**src/rtl/piece_motion_ctrl.sv**
```systemverilog
// ---------------------------------------------------------------------------
// piece_motion_ctrl
//   Falling-tetromino controller. Owns the active piece's shape code,
//   rotation and top-left pixel position. It applies keyboard moves,
//   rotation with wall-kick, and gravity, and keeps the piece inside the
//   playfield. The shape-size lookup sits downstream and answers
//   combinationally in the same cycle.
//
//   Optional feature: define HARD_DROP_EN to enable the space-bar hard drop
//   (DROP state). Without it, 0x2C is just an unmapped key.
//
// Ports
//   Clk           in   1   system clock
//   Reset         in   1   synchronous, active-high reset
//   frame_tick    in   1   one-Clk pulse per video frame
//   keycode       in   8   current USB HID keycode, 0 = none
//   spawn         in   1   request a new piece (honoured in IDLE only)
//   spawn_shape   in   3   shape code 1..7, 0 = invalid
//   shape_size_x  in   10  lookup width (pixels) for shape_num/rotation
//   shape_size_y  in   10  lookup height (pixels) for shape_num/rotation
//   shape_num     out  3   active shape code to the lookup
//   rotation      out  2   active rotation 0..3 to the lookup
//   piece_x       out  10  top-left x of the piece bounding box
//   piece_y       out  10  top-left y of the piece bounding box
//   active        out  1   piece in play (FALL / ROT_CHK / DROP)
//   landed        out  1   one-Clk pulse when the piece locks
// ---------------------------------------------------------------------------
module piece_motion_ctrl #(
  parameter int FIELD_X_MIN = 240,
  parameter int FIELD_X_MAX = 399,
  parameter int FIELD_Y_MAX = 479,
  parameter int CELL        = 16,
  parameter int GRAV_FRAMES = 30
) (
  input  logic       Clk,
  input  logic       Reset,
  input  logic       frame_tick,
  input  logic [7:0] keycode,
  input  logic       spawn,
  input  logic [2:0] spawn_shape,
  input  logic [9:0] shape_size_x,
  input  logic [9:0] shape_size_y,
  output logic [2:0] shape_num,
  output logic [1:0] rotation,
  output logic [9:0] piece_x,
  output logic [9:0] piece_y,
  output logic       active,
  output logic       landed
);

  localparam int GW = (GRAV_FRAMES > 1) ? $clog2(GRAV_FRAMES) : 1;
  localparam logic [GW-1:0] GRAV_LAST = GW'(GRAV_FRAMES - 1);

  localparam logic [9:0]  CELL10   = 10'(CELL);
  localparam logic [9:0]  XMIN10   = 10'(FIELD_X_MIN);
  localparam logic [9:0]  SPAWN_X  = 10'(FIELD_X_MIN + 4 * CELL);
  localparam logic [9:0]  XEND10   = 10'(FIELD_X_MAX + 1);
  localparam logic [10:0] CELL11   = 11'(CELL);
  localparam logic [10:0] XMIN11   = 11'(FIELD_X_MIN);
  localparam logic [10:0] XMAX11   = 11'(FIELD_X_MAX);
  localparam logic [10:0] YMAX11   = 11'(FIELD_Y_MAX);

  localparam logic [7:0] KEY_A     = 8'h04;
  localparam logic [7:0] KEY_D     = 8'h07;
  localparam logic [7:0] KEY_W     = 8'h1A;
  localparam logic [7:0] KEY_S     = 8'h16;
`ifdef HARD_DROP_EN
  localparam logic [7:0] KEY_SPACE = 8'h2C;
`endif

  typedef enum logic [2:0] {
    IDLE,
    FALL,
    ROT_CHK,
`ifdef HARD_DROP_EN
    DROP,
`endif
    LANDED
  } state_t;

  state_t          state_q, state_d;
  logic [2:0]      shape_q, shape_d;
  logic [1:0]      rot_q, rot_d;
  logic [1:0]      oldRot_q, oldRot_d;
  logic [9:0]      pieceX_q, pieceX_d;
  logic [9:0]      pieceY_q, pieceY_d;
  logic [GW-1:0]   gravCnt_q, gravCnt_d;
  logic [7:0]      prevKey_q, prevKey_d;

  logic            newKey;
  logic            dropReq;
  logic            gravStep;
  logic            canLeft, canRight, canDown;
  logic [10:0]     x11, y11, sx11, sy11;

  // A key acts only on the first frame it is seen; releasing it re-arms it.
  assign newKey = (keycode != prevKey_q) && (keycode != 8'h00);

`ifdef HARD_DROP_EN
  assign dropReq = newKey && (keycode == KEY_SPACE);
`else
  assign dropReq = 1'b0;
`endif

  // All boundary sums are formed in 11 bits so they cannot wrap.
  assign x11  = {1'b0, pieceX_q};
  assign y11  = {1'b0, pieceY_q};
  assign sx11 = {1'b0, shape_size_x};
  assign sy11 = {1'b0, shape_size_y};

  assign canLeft  = x11 >= (XMIN11 + CELL11);
  assign canRight = (x11 + sx11 + CELL11 - 11'd1) <= XMAX11;
  assign canDown  = (y11 + sy11 + CELL11 - 11'd1) <= YMAX11;
  assign gravStep = (gravCnt_q == GRAV_LAST) || (keycode == KEY_S);

  // State and datapath registers, all cleared by the synchronous reset.
  always_ff @(posedge Clk) begin
    if (Reset) begin
      state_q   <= IDLE;
      shape_q   <= 3'd0;
      rot_q     <= 2'd0;
      oldRot_q  <= 2'd0;
      pieceX_q  <= XMIN10;
      pieceY_q  <= 10'd0;
      gravCnt_q <= '0;
      prevKey_q <= 8'h00;
    end else begin
      state_q   <= state_d;
      shape_q   <= shape_d;
      rot_q     <= rot_d;
      oldRot_q  <= oldRot_d;
      pieceX_q  <= pieceX_d;
      pieceY_q  <= pieceY_d;
      gravCnt_q <= gravCnt_d;
      prevKey_q <= prevKey_d;
    end
  end

  // Next-state and datapath update. In FALL the rotation is applied
  // optimistically and validated one cycle later in ROT_CHK, once the
  // lookup reports the size for the new orientation. If gravity locks the
  // piece on the same tick as a rotate, the lock wins and rotation holds.
  always_comb begin
    state_d   = state_q;
    shape_d   = shape_q;
    rot_d     = rot_q;
    oldRot_d  = oldRot_q;
    pieceX_d  = pieceX_q;
    pieceY_d  = pieceY_q;
    gravCnt_d = gravCnt_q;
    prevKey_d = frame_tick ? keycode : prevKey_q;

    case (state_q)
      IDLE: begin
        if (spawn && (spawn_shape != 3'd0)) begin
          shape_d   = spawn_shape;
          rot_d     = 2'd0;
          pieceX_d  = SPAWN_X;
          pieceY_d  = 10'd0;
          gravCnt_d = '0;
          state_d   = FALL;
        end
      end

      FALL: begin
        if (frame_tick) begin
          if (dropReq) begin
`ifdef HARD_DROP_EN
            state_d = DROP;
`endif
          end else begin
            if (newKey && (keycode == KEY_W)) begin
              oldRot_d = rot_q;
              rot_d    = rot_q + 2'd1;
              state_d  = ROT_CHK;
            end else if (newKey && (keycode == KEY_A) && canLeft) begin
              pieceX_d = pieceX_q - CELL10;
            end else if (newKey && (keycode == KEY_D) && canRight) begin
              pieceX_d = pieceX_q + CELL10;
            end

            if (gravStep) begin
              gravCnt_d = '0;
              if (canDown) begin
                pieceY_d = pieceY_q + CELL10;
              end else begin
                rot_d   = rot_q;
                state_d = LANDED;
              end
            end else begin
              gravCnt_d = gravCnt_q + GW'(1);
            end
          end
        end
      end

      ROT_CHK: begin
        // Sizes now describe the new rotation: undo if it pokes through
        // the floor, otherwise kick it back inside the right wall.
        if ((y11 + sy11) > (YMAX11 + 11'd1)) begin
          rot_d = oldRot_q;
        end else if ((x11 + sx11) > (XMAX11 + 11'd1)) begin
          pieceX_d = XEND10 - shape_size_x;
        end
        state_d = FALL;
      end

`ifdef HARD_DROP_EN
      DROP: begin
        if (canDown) begin
          pieceY_d = pieceY_q + CELL10;
        end else begin
          state_d = LANDED;
        end
      end
`endif

      LANDED: begin
        state_d = IDLE;
      end

      default: begin
        state_d = IDLE;
      end
    endcase
  end

  // Status outputs decode directly from the current state.
  always_comb begin
    active = 1'b0;
    landed = 1'b0;
    case (state_q)
      FALL:    active = 1'b1;
      ROT_CHK: active = 1'b1;
`ifdef HARD_DROP_EN
      DROP:    active = 1'b1;
`endif
      LANDED:  landed = 1'b1;
      default: begin
        active = 1'b0;
        landed = 1'b0;
      end
    endcase
  end

  assign shape_num = shape_q;
  assign rotation  = rot_q;
  assign piece_x   = pieceX_q;
  assign piece_y   = pieceY_q;

endmodule
```
**config.mk**
```make
export PLATFORM = sky130hd
export DESIGN_NAME = piece_motion_ctrl
export DESIGN_NICKNAME = d
export VERILOG_FILES = /design/src/rtl/piece_motion_ctrl.sv
export SDC_FILE = /design/constraint.sdc
export NUM_CORES = 1
export LEC_CHECK = 0
export CAP_MARGIN = 15
export CORE_ASPECT_RATIO = 1.4
export CORE_MARGIN = 1
export CORE_UTILIZATION = 50
export DETAILED_ROUTE_END_ITERATION = 8
export GPL_ROUTABILITY_DRIVEN = 0
export HOLD_SLACK_MARGIN = 0.08
export MAX_ROUTING_LAYER = met4
export PLACE_DENSITY = 0.76
export SLEW_MARGIN = 40
export SYNTH_ARGS = -nofsm -noshare
export SYNTH_HDL_FRONTEND = slang
export SYNTH_SLANG_ARGS = --single-unit
```
**constraint.sdc**
```tcl
create_clock -name Clk -period 5.6 [get_ports Clk]
set_clock_uncertainty 0.2 [all_clocks]
set_input_delay 1.4 -clock Clk [delete_from_list [all_inputs] [get_ports Clk]]
set_output_delay 1.4 -clock Clk [all_outputs]
set_load 0.05 [all_outputs]
```
==> impl_metrics.ini <==
[global_route]
grt_usage = 0.263
grt_max_degree = 37
grt_antenna_before_repair = 0
grt-ovfl-total = 0
grt_pass1_wl_mm = 15.1
grt_pass1_vias = 3525

[die]
io_pins = 62
die_w_um = 74.4
die_h_um = 103
die_area_um2 = 7680
start_util = 0.522
rows = 36
core_area_um2 = 7030

[pwr]
p_seq_frac = 0.353
clock_power_share = 0.290
p_int_uw = 563
vdd_ir_drop_max_mv = 0.0951
p_sw_frac = 0.345
combinationalPowerShare = 0.358
powerDensity_nw_per_um2 = 193
power_leakage_uw = 0.00176
p_sw_uw = 296

[clock_tree]
post_cts_resized = 0
numCtsBuffers = 5
postCtsHoldBufs = 0
clockBufferDepth = 2
cts_tree = built
htree_levels = 2
clk_latency_ns = 0.31
cts.sinks = 39
postCtsSetupBuffers = 0
cts-root-buf = clkbuf_8
cts.clk_slew.worst_paths_ns = 0.07

[logic_synthesis]
ys_top_cells_by_area = dfxtp_1 (21%), ha_1 (9.9%), nor2_1 (6.0%), xnor2_1 (5.5%), mux2i_1 (5.2%)
yosysWarnings = 0
synthFlopType = dfxtp_1
netlist-cell-type-count = 72
synth-seq-cells = 39
synth_edf_count = 0
synthCells = 454
netlist_area_um2 = 3670
synth.most_common_cell = nor2_1
synth_area_leader_cell = dfxtp_1
syn_avg_cell_area_um2 = 8.07
synth-async-reset-ratio = 0
synth_common_cells = nor2_1 (59), dfxtp_1 (39), a21oi_1 (32)
yosysSeqAreaShare = 0.213
synth_top_area_frac = 0.213

[sta]
final_max_slew_viol_count = 0
tightest_slew_ns = 0.762
finalCriticalPeriod_ns = 5.01
grt_setup_unrepaired = false
achievable-frequency_ghz = 0.200
tns_ns = 0
whs_ns = 0.295
finalSetupViolCount = 0
finalCritPeriodShare = 0.895
timing_hold_violations_final = 0
relSlewSlack = 0.486

[route]
first_iter_violations = 110
vias_per_cell = 5.92
ant_nets = 0
dr.pass1.iters = 4
wl_per_cell_um = 15.5
drc = 0
vias = 3593
drt-total-wl_mm = 9.40

[setup_path]
crit_arrival_ns = 5.05
required_ns = 5.64
critical_path_class = primary input to flop
cp_max_fo = 5
cp-start-kind = primary input
cp-end-kind = flop

[job]
maxCapViolCount = 0

[place]
dpl_cell_area_um2 = 4320
dp.cells = 599
io_buffer_count = 57
hpwlAfterDp_mm = 7.56

[run_status]
outcome = finished, final reports clean

[min_path]
hold_path_class = flop to flop

[final_layout]
antenna_cells = 0
fin_area_um2 = 4440
final_nets = 577
finalNonFillerCells = 607
area_growth_pct = 21.0
postLayoutCoreUtil = 0.631
layout-drive-gt1-share = 0.0723
## area by class of cell
| class | instances | area (µm²) |
|---|---|---|
| fillers | 654 | 2590 |
| clock buffers | 6 | 82.6 |
| repair buffers | 59 | 586 |
| well taps | 95 | 119 |
| multi-input cells | 393 | 2790 |
| flip-flops and latches | 39 | 781 |
| inverters | 13 | 48.8 |
| clock inverters | 2 | 35.0 |
## state kept, by name, summed over array words and instances, names as in the netlist
| name | cells |
|---|---|
| piece_x | 10 |
| prevKey_q | 8 |
| piece_y | 6 |
| gravCnt_q | 5 |
| shape_num | 3 |
| state_q | 3 |
| oldRot_q | 2 |
| rotation | 2 |
## layout by cell type (no fill, tap or decap), drive strengths merged, types with 8 or more instances in the layout
cell type and count:
nand4 12, nor2 61, mux2i 19, clkdlybuf4s50 57, xnor2 24, xor2 16, o31ai 8, a21oi 34
inv 13, nand2 26, nor3 16, ha 29, a21o 10, dfxtp 39, a211oi 10, o21ai 24
## per-stage QoR
step                total power [µW]  worst slack [ns]
floorplan                        526              1.24
global placement                 605             0.462
detailed placement               612             0.307
CTS                              858             0.620
global route                     901             0.221
finish                           858             0.589
## power groups by stage
stage | Sequential [µW] | Clock (µW) | Combinational (µW)
2_1_floorplan | 325 | 0 | 201
3_3_place_gp | 308 | 0 | 297
3_5_place_dp | 309 | 0 | 303
4_1_cts | 302 | 250 | 305
5_1_grt | 304 | 262 | 335
6_report | 303 | 249 | 307
## cell families (layout without fill, tap and decap cells)
family / count (synthesis) / after routing / share of synthesized area
AOI/OAI and AO/OA: 126 / 126 / 0.255
xor gates and xnor gates: 40 / 40 / 0.0976
adders and majority gates: 31 / 31 / 0.110
buffers and inverters: 27 / 80 / 0.0324
DFF: 39 / 39 / 0.213
muxes: 19 / 19 / 0.0519
other: 1 / 6 / 0.00102
and+or+nand+nor: 171 / 171 / 0.239
## routing by layer
metal,vias to the layer above,GRT usage,part of all wire
li1,1789,-,-
met1,1683,0.251,0.38
met2,93,0.493,0.55
met3,28,0.0349,0.028
met4,0,0.151,0.045
met5,-,-,0
## worst max-delay path, cell delays in order
cell and delay (ns):
clkdlybuf4s50_1 0.47, ha_1 0.27, fa_1 0.44, a211oi_2 0.41, o31ai_2 0.16, o22a_1 0.27
xor2_1 0.32, o21ai_0 0.16, o311ai_0 0.33, o31a_1 0.26, a21oi_2 0.08, nor2_2 0.26
mux2i_1 0.22
## path summary, 6_finish.rpt
| path | cells past startpoint | to | from | slack, ns |
|---|---|---|---|---|
| max | 13 | piece_x[6] | shape_size_x[0] | 0.59 |
| min | 2 | piece_x[2] | piece_x[2] | 0.30 |
| max reg2reg | 12 | piece_x[6] | piece_x[0] | 1.84 |
| min reg2reg | 2 | piece_x[2] | piece_x[2] | 0.30 |
Power figures use the tool's default switching activity.
